### src/rtl/mem_rr_arbiter.sv
// mem_rr_arbiter: two-requester round-robin front end for a single-port memory.
// One transaction is in flight at a time: IDLE latches a winner, ISSUE pulses
// the memory strobe, WAIT collects the response (or times out), DONE returns
// a one-cycle completion pulse to the granted requester.
module mem_rr_arbiter #(
    parameter int WIDTH      = 16,
    parameter int ADDR_WIDTH = 6,
    parameter int TIMEOUT    = 8,
    parameter int CNT_W      = 4
) (
    input  logic                  clk_i,
    input  logic                  rst_n_i,

    input  logic                  r0_valid_i,
    input  logic                  r0_w_r_i,
    input  logic [ADDR_WIDTH-1:0] r0_addr_i,
    input  logic [WIDTH-1:0]      r0_wdata_i,
    output logic                  r0_ready_o,
    output logic [WIDTH-1:0]      r0_rdata_o,
    output logic                  r0_err_o,

    input  logic                  r1_valid_i,
    input  logic                  r1_w_r_i,
    input  logic [ADDR_WIDTH-1:0] r1_addr_i,
    input  logic [WIDTH-1:0]      r1_wdata_i,
    output logic                  r1_ready_o,
    output logic [WIDTH-1:0]      r1_rdata_o,
    output logic                  r1_err_o,

    output logic                  m_valid_o,
    output logic                  m_w_r_o,
    output logic [ADDR_WIDTH-1:0] m_addr_o,
    output logic [WIDTH-1:0]      m_wdata_o,
    input  logic                  m_ready_i,
    input  logic [WIDTH-1:0]      m_rdata_i,

    output logic                  busy_o,
    output logic                  grant_o
);

    typedef enum logic [1:0] {
        IDLE  = 2'd0,
        ISSUE = 2'd1,
        WAIT  = 2'd2,
        DONE  = 2'd3
    } state_t;

    state_t           state;
    logic             last;
    logic [CNT_W-1:0] count;
    logic             any_valid;
    logic             pick;

    // Round-robin choice: on a tie the requester not served last goes next
    always_comb begin
        any_valid = r0_valid_i | r1_valid_i;
        if (r0_valid_i && r1_valid_i) begin
            pick = ~last;
        end else begin
            pick = r1_valid_i;
        end
    end

    // Sequencer FSM; the m_* outputs double as the latched transaction fields
    always_ff @(posedge clk_i or negedge rst_n_i) begin
        if (!rst_n_i) begin
            state      <= IDLE;
            last       <= 1'b1;
            count      <= '0;
            grant_o    <= 1'b0;
            busy_o     <= 1'b0;
            m_valid_o  <= 1'b0;
            m_w_r_o    <= 1'b0;
            m_addr_o   <= '0;
            m_wdata_o  <= '0;
            r0_ready_o <= 1'b0;
            r0_err_o   <= 1'b0;
            r0_rdata_o <= '0;
            r1_ready_o <= 1'b0;
            r1_err_o   <= 1'b0;
            r1_rdata_o <= '0;
        end else begin
            case (state)
                IDLE: begin
                    if (any_valid) begin
                        grant_o   <= pick;
                        m_w_r_o   <= pick ? r1_w_r_i   : r0_w_r_i;
                        m_addr_o  <= pick ? r1_addr_i  : r0_addr_i;
                        m_wdata_o <= pick ? r1_wdata_i : r0_wdata_i;
                        m_valid_o <= 1'b1;
                        busy_o    <= 1'b1;
                        state     <= ISSUE;
                    end
                end
                ISSUE: begin
                    m_valid_o <= 1'b0;
                    count     <= '0;
                    state     <= WAIT;
                end
                WAIT: begin
                    if (m_ready_i) begin
                        if (!m_w_r_o) begin
                            if (grant_o) begin
                                r1_rdata_o <= m_rdata_i;
                            end else begin
                                r0_rdata_o <= m_rdata_i;
                            end
                        end
                        r0_ready_o <= ~grant_o;
                        r1_ready_o <= grant_o;
                        r0_err_o   <= 1'b0;
                        r1_err_o   <= 1'b0;
                        state      <= DONE;
                    end else if (count == CNT_W'(TIMEOUT - 1)) begin
                        r0_ready_o <= ~grant_o;
                        r1_ready_o <= grant_o;
                        r0_err_o   <= ~grant_o;
                        r1_err_o   <= grant_o;
                        state      <= DONE;
                    end else begin
                        count <= count + 1'b1;
                    end
                end
                DONE: begin
                    r0_ready_o <= 1'b0;
                    r1_ready_o <= 1'b0;
                    r0_err_o   <= 1'b0;
                    r1_err_o   <= 1'b0;
                    last       <= grant_o;
                    busy_o     <= 1'b0;
                    state      <= IDLE;
                end
                default: begin
                    state <= IDLE;
                end
            endcase
        end
    end

endmodule

### config.mk
export PLATFORM = sky130hd
export DESIGN_NAME = mem_rr_arbiter
export DESIGN_NICKNAME = d
export VERILOG_FILES = /design/src/rtl/mem_rr_arbiter.sv
export SDC_FILE = /design/constraint.sdc
export NUM_CORES = 1
export LEC_CHECK = 0
export ABC_CLOCK_PERIOD_IN_PS = 5380
export BUFFER_PORTS_ARGS = -buffer_cell sky130_fd_sc_hd__clkbuf_2
export CELL_PAD_IN_SITES_DETAIL_PLACEMENT = 0
export CELL_PAD_IN_SITES_GLOBAL_PLACEMENT = 1
export CORE_AREA = 8 8 71 135
export DETAILED_ROUTE_END_ITERATION = 8
export DIE_AREA = 0 0 79 143
export PLACE_DENSITY_LB_ADDON = 0.1
export SLEW_MARGIN = 30
export SYNTH_ARGS = -nofsm -noshare
export SYNTH_HDL_FRONTEND = slang
export SYNTH_SLANG_ARGS = --single-unit
### constraint.sdc
create_clock -name clk_i -period 5.38 [get_ports clk_i]
set_input_delay 1.614 -clock clk_i [delete_from_list [all_inputs] [get_ports clk_i]]
set_output_delay 1.614 -clock clk_i [all_outputs]
set_load 0.01 [all_outputs]
==> impl_metrics.py, run 1 <==
metrics = {
    "worst_hold_path": {
        "hold-path-cell-count": 2,
        "worstHoldStart": "m_addr_o[1]",
        "hold_path_class": "reg -> reg",
    },
    "global_route": {
        "overflow": 0,
        "track_usage_pct": 13.5,
        "grt_pass1_vias": 2412,
        "grt_first_pass_wirelength_um": 12000,
        "antenna_found_initial": 0,
        "grt_start_max_net_pins": 46,
    },
    "logic_synthesis": {
        "ys_warn_count": 0,
        "synthMostInstantiatedCell": "dfrtp_1",
        "synthesis.area_sq_um": 2980,
        "synth_area_leaders": "dfrtp_1 57%, mux2_2 14%, mux2i_1 8.4%",
        "netlist_instances": 232,
        "syn-num-nets": 305,
        "synth_cell_types": 29,
        "yosys.area.top_type": "dfrtp_1",
        "synth-edff-count": 0,
        "synth-seq-cells": 69,
        "synth_common_cells": "68 x dfrtp_1, 38 x mux2_2, 28 x nand2_1",
        "yosysTopAreaCellShare_pct": 57.1,
        "synth.avg_cell_area_sq_um": 12.8,
        "synth_ff_type": "dfrtp_1",
        "ys_seq_area_share_pct": 58.0,
        "synth_async_sr_flop_share_pct": 100,
    },
    "critical_path": {
        "worst_r2r_path_depth": 5,
        "crit_path_end_kind": "register",
        "reg2reg_setup_slack_ns": 3.33,
        "critPathMaxFanout": 26,
        "reg2reg_to": "r0_rdata_o[12]",
        "cp-endpoint": "m_wdata_o[12]",
        "cp-start-kind": "primary input",
        "crit_required_ns": 5.57,
        "worstSetupPathType": "in -> reg",
        "cp.arrival_ns": 2.89,
        "crit_path_start": "r1_valid_i",
        "r2r_start": "state[0]",
    },
    "power_and_ir_drop": {
        "p_leak_nw": 2.12,
        "vdd_drop_max_mv": 0.247,
        "p_per_area_nw_per_um2": 590,
        "power_mw": 2.35,
    },
    "timing": {
        "tightest_slew_ns": 0.809,
        "setup-tns-final_ns": 0,
        "setup_violations": 0,
        "rsz0062_at_grt": "no",
        "timing.final.ws_setup_ns": 2.68,
        "period_share_pct": 50.2,
        "fmax_mhz": 370,
        "finClkSkew_ns": 0.00654,
        "relSlewSlack_pct": 46.0,
        "hold_viol": 0,
        "fin_crit_ns": 2.70,
        "drv_slew": 0,
    },
    "placed_design": {
        "numPortBuffers": 128,
        "pre_cts_ws_ns": 2.31,
        "hpwl_um": 5650,
        "gp_congestion": 0.755,
    },
    "final_layout": {
        "finalCoreUtilization_pct": 51.0,
        "diodes": 0,
        "filler_cell_count": 788,
        "drive_gt1_share_pct": 51.2,
        "nets": 435,
        "areaGrowthSynthToFinish_pct": 33.9,
    },
    "route": {
        "viasPerCell": 4.69,
        "wirelength_um": 7150,
        "drtPass1Iterations": 4,
        "drt_iter0_markers": 53,
        "ant_nets": 0,
        "remaining_drc_errors": 0,
        "num_vias": 2173,
        "wire_per_inst_um": 15.4,
    },
    "floorplanning": {
        "initial_core_util_pct": 38.1,
        "chipWidth_um": 79,
        "dieArea_sq_um": 11300,
        "die_h_um": 143,
        "io_pins": 129,
        "rows": 46,
        "coreArea_sq_um": 7830,
    },
    "clock_network": {
        "postCtsResizedCells": 0,
        "htreeDepth": 3,
        "ctsHoldBuffers": 0,
        "cts_root_buf": "clkbuf_16",
        "clock-sinks": 69,
        "cts.clk_slew.worst_paths_ns": 0.05,
        "cts_setup_buffers": 0,
        "cts_made_buffers": 9,
        "cts_tree": "done",
        "clk_latency_ns": 0.32,
        "ctsLongestPathBuffers": 2,
    },
    "job": {
        "cap_violations": 0,
    },
    "outcome": {
        "status": "finished, final reports clean",
    },
}
## stage by stage
step                cell area (sq um)  cells  hold slack [ns]
finish                           3990    463            0.473
global route                     3990    463            0.505
CTS                              3990    463            0.480
detailed placement               3700    447            0.469
global placement                 3700    447            0.461
floorplan                        2980    232            0.474
## where the power goes
group          internal, mW  switching (mW)  total (mW)
registers             0.774           0.150       0.924
clock network         0.362           0.190       0.553
logic                 0.425           0.452       0.876
total                  1.56           0.792        2.35
## registers in the layout, summed over array words and instances (netlist names), 2 cells and up
signal      cells
m_wdata_o      16
r0_rdata_o     16
r1_rdata_o     16
m_addr_o        6
count           4
state           2
## worst max-delay path, cell delays in order
cell	delay, ns
clkbuf_2	0.11
o21ai_2	0.65
buf_4	0.37
o21ai_0	0.14
## final cells by class
class / instances / area, sq um / area share [%]
sequential: 69 / 1730 / 43.3
tap: 96 / 120 / 3.01
multi-input combinational: 149 / 1180 / 29.6
inverter: 3 / 11.3 / 0.282
timing repair buffer: 130 / 658 / 16.5
clock buffer: 16 / 292 / 7.31
## metal layers
metal	track usage [%]	up-vias	wire, um
met2	22.7	68	3760
met4	6.49	0	108
met5	0	-	0
li1	-	1072	-
met3	5.16	8	549
met1	14.3	1025	2730
## logic make-up (layout without fill, tap and decap cells)
kind of cell,after synthesis,count (layout),synth area share (%)
buf+inv,14,149,2.48
simple gates,46,46,7.90
mux,63,63,22.8
compound gates,34,34,6.34
fa+ha+maj,6,6,2.52
flops,69,69,58.0
## how the worst min path moves through the flow
stage                   end  slack [ns]
3_3_place_gp   m_wdata_o[8]        0.46
5_1_grt         m_addr_o[1]        0.51
3_5_place_dp    m_addr_o[1]        0.47
2_1_floorplan      count[0]        0.47
6_report        m_addr_o[1]        0.47
4_1_cts         m_addr_o[1]        0.48
## cells in the final DEF (no fill, tap or decap), drive strengths merged
| cell | n |
|---|---|
| mux2i | 25 |
| dfstp | 1 |
| nor3b | 1 |
| clkbuf | 143 |
| nor2b | 5 |
| nand4 | 2 |
| a21bo | 1 |
| dfrtp | 68 |
| a21o | 2 |
| a21oi | 4 |
| nand4b | 1 |
| a31o | 1 |
| nor3 | 2 |
| ha | 6 |
| nand3b | 1 |
| and3 | 2 |
| o21ai | 25 |
| nand2b | 1 |
| nand2 | 28 |
| buf | 3 |
| o32a | 1 |
| inv | 3 |
| mux2 | 38 |
| nor2 | 2 |
| or3 | 1 |
No activity file was read; power rests on OpenSTA's default activity.
==> run 2: changes to the inputs <==
- ABC_CLOCK_PERIOD_IN_PS: 5380 -> 2680
- CORE_AREA: 8 8 71 135 -> 8 8 74 140
- DIE_AREA: 0 0 79 143 -> 0 0 82 148
- clock period: 5.38 -> 2.68 ns (I/O delays scaled with it)
==> run 2 against run 1 <==
Against the previous run:
- register-to-register slack got worse by 2.6 ns
- setup slack worse by 1.9 ns
- final cell count increased by 0.86%
- highest routed layer unchanged
- power rose by 110%
- core utilization is 3.5 points lower
- clock skew about the same
- wire length grew 7.1%
- critical endpoint is now r1_rdata_o[5]
- hold slack hardly changed
==> impl_metrics.py, run 2 (same netlist as run 1, synthesis figures left out) <==
metrics = {
    "floorplanning": {
        "chipWidth_um": 82,
        "dieArea_sq_um": 12100,
        "rows": 48,
        "die_h_um": 148,
        "initial_core_util_pct": 34.9,
        "io_pins": 129,
        "coreArea_sq_um": 8530,
    },
    "critical_path": {
        "crit_required_ns": 2.88,
        "cp-start-kind": "register",
        "r2r_start": "state[0]",
        "worstSetupPathType": "reg -> reg",
        "cp.arrival_ns": 2.13,
        "crit_path_end_kind": "register",
        "reg2reg_to": "r1_rdata_o[5]",
        "critPathMaxFanout": 16,
        "crit_path_start": "state[0]",
        "reg2reg_setup_slack_ns": 0.76,
        "cp-endpoint": "r1_rdata_o[5]",
        "worst_r2r_path_depth": 4,
    },
    "route": {
        "wirelength_um": 7660,
        "remaining_drc_errors": 0,
        "ant_nets": 0,
        "num_vias": 2201,
        "drtPass1Iterations": 3,
        "viasPerCell": 4.71,
        "drt_iter0_markers": 77,
        "wire_per_inst_um": 16.4,
    },
    "timing": {
        "setup-tns-final_ns": 0,
        "setup_violations": 0,
        "fin_hold_ws_ns": 0.473,
        "tightest_slew_ns": 0.592,
        "hold_viol": 0,
        "timing.final.ws_setup_ns": 0.756,
        "drv_slew": 0,
        "fmax_mhz": 520,
        "rsz0062_at_grt": "no",
        "finClkSkew_ns": 0.00688,
        "period_share_pct": 71.8,
        "fin_crit_ns": 1.92,
        "relSlewSlack_pct": 60.4,
    },
    "final_layout": {
        "top_regs": "m_wdata_o: 16 flops, r0_rdata_o: 16 flops, r1_rdata_o: 16 flops",
        "filler_cell_count": 812,
        "drive_gt1_share_pct": 51.8,
        "mostFrequentLayoutCell": "clkbuf_2",
        "nets": 437,
        "diodes": 0,
        "finalCoreUtilization_pct": 47.5,
        "final_cell_mix": "127 x clkbuf_2, 68 x dfrtp_1, 38 x mux2_2",
        "areaGrowthSynthToFinish_pct": 35.9,
    },
    "power_and_ir_drop": {
        "internal-power_mw": 3.22,
        "vdd_drop_max_mv": 0.408,
        "switching_share_pct": 33.7,
        "seq_power_share_pct": 38.3,
        "p_leak_nw": 2.15,
        "power_frac_clock_pct": 24.4,
        "p_per_area_nw_per_um2": 1200,
        "power_mw": 4.86,
        "p_comb_share_pct": 37.3,
        "switching_power_mw": 1.64,
    },
    "clock_network": {
        "htreeDepth": 3,
        "ctsLongestPathBuffers": 2,
        "clock-sinks": 69,
        "cts_root_buf": "clkbuf_16",
        "cts_setup_buffers": 0,
        "ctsHoldBuffers": 0,
        "cts_tree": "done",
        "clk_latency_ns": 0.32,
        "cts.clk_slew.worst_paths_ns": 0.05,
        "postCtsResizedCells": 0,
        "cts_made_buffers": 9,
    },
    "global_route": {
        "grt_first_pass_wirelength_um": 12000,
        "grt_pass1_vias": 2387,
        "overflow": 0,
        "grt_start_max_net_pins": 70,
        "antenna_found_initial": 0,
        "track_usage_pct": 13.0,
    },
    "placed_design": {
        "pre_cts_ws_ns": 0.591,
        "gp_congestion": 0.757,
        "numPortBuffers": 128,
        "hpwl_um": 5930,
    },
    "outcome": {
        "status": "finished, final reports clean",
    },
    "worst_hold_path": {
        "hold_path_class": "reg -> reg",
    },
    "job": {
        "cap_violations": 0,
    },
}
[run 2: cell count changes in the layout (fill, tap and decap cells not counted)]
| cell | change |
|---|---|
| bufinv_16 | +1 |
| buf_4 | -1 |
| buf_2 | +1 |
| o21ai_2 | -1 |
| clkbuf_8 | -1 |
| buf_12 | +2 |
| clkbuf_1 | -2 |
| o21ai_4 | +1 |
[run 2: how the worst min path moves through the flow]
stage           startpoint     endpoint  slack [ns]  cells past startpoint
3_5_place_dp   m_addr_o[1]  m_addr_o[1]        0.47                      2
4_1_cts        m_addr_o[1]  m_addr_o[1]        0.48                      2
3_3_place_gp   m_addr_o[4]  m_addr_o[4]        0.46                      2
6_report       m_addr_o[2]  m_addr_o[2]        0.47                      2
5_1_grt        m_addr_o[2]  m_addr_o[2]        0.50                      2
2_1_floorplan     count[0]     count[0]        0.47                      1
[run 2: metal layers]
metal	GRT usage, %	share of wire, %
met4	6.11	1.7
met3	4.50	8.5
met1	13.6	37
met2	22.1	53
met5	0	0
[run 2: worst max-delay path, cell delays in order (launching register included)]
cell and delay [ns]:
dfrtp_1 0.41, inv_1 0.13, ha_1 0.29, nand4b_2 0.52
mux2_2 0.47
[run 2: power by group through the flow]
| stage | Clock (mW) | Combinational [mW] | Sequential [mW] |
|---|---|---|---|
| finish | 1.19 | 1.81 | 1.86 |
| floorplan | 0 | 0.880 | 2.03 |
| global placement | 0 | 1.84 | 1.88 |
| global route | 1.27 | 2.01 | 1.93 |
| detailed placement | 0 | 1.88 | 1.88 |
| CTS | 1.23 | 1.87 | 1.87 |
[run 2: final cells by class]
type                            count  area (sq um)  area share, %
Clock buffer                       13           270           6.67
Inverter                            3          11.3          0.278
Multi-Input combinational cell    149          1190           29.4
Tap cell                          100           125           3.09
Sequential cell                    69          1730           42.7
Clock inverter                      1          30.0          0.742
Timing Repair Buffer              132           696           17.2
[run 2: through the flow]
step                      cell area, sq um  cells
after CTS                             4050    467
after global routing                  4050    467
after global placement                3750    453
final                                 4050    467
after floorplan                       2980    232
after detailed placement              3750    453
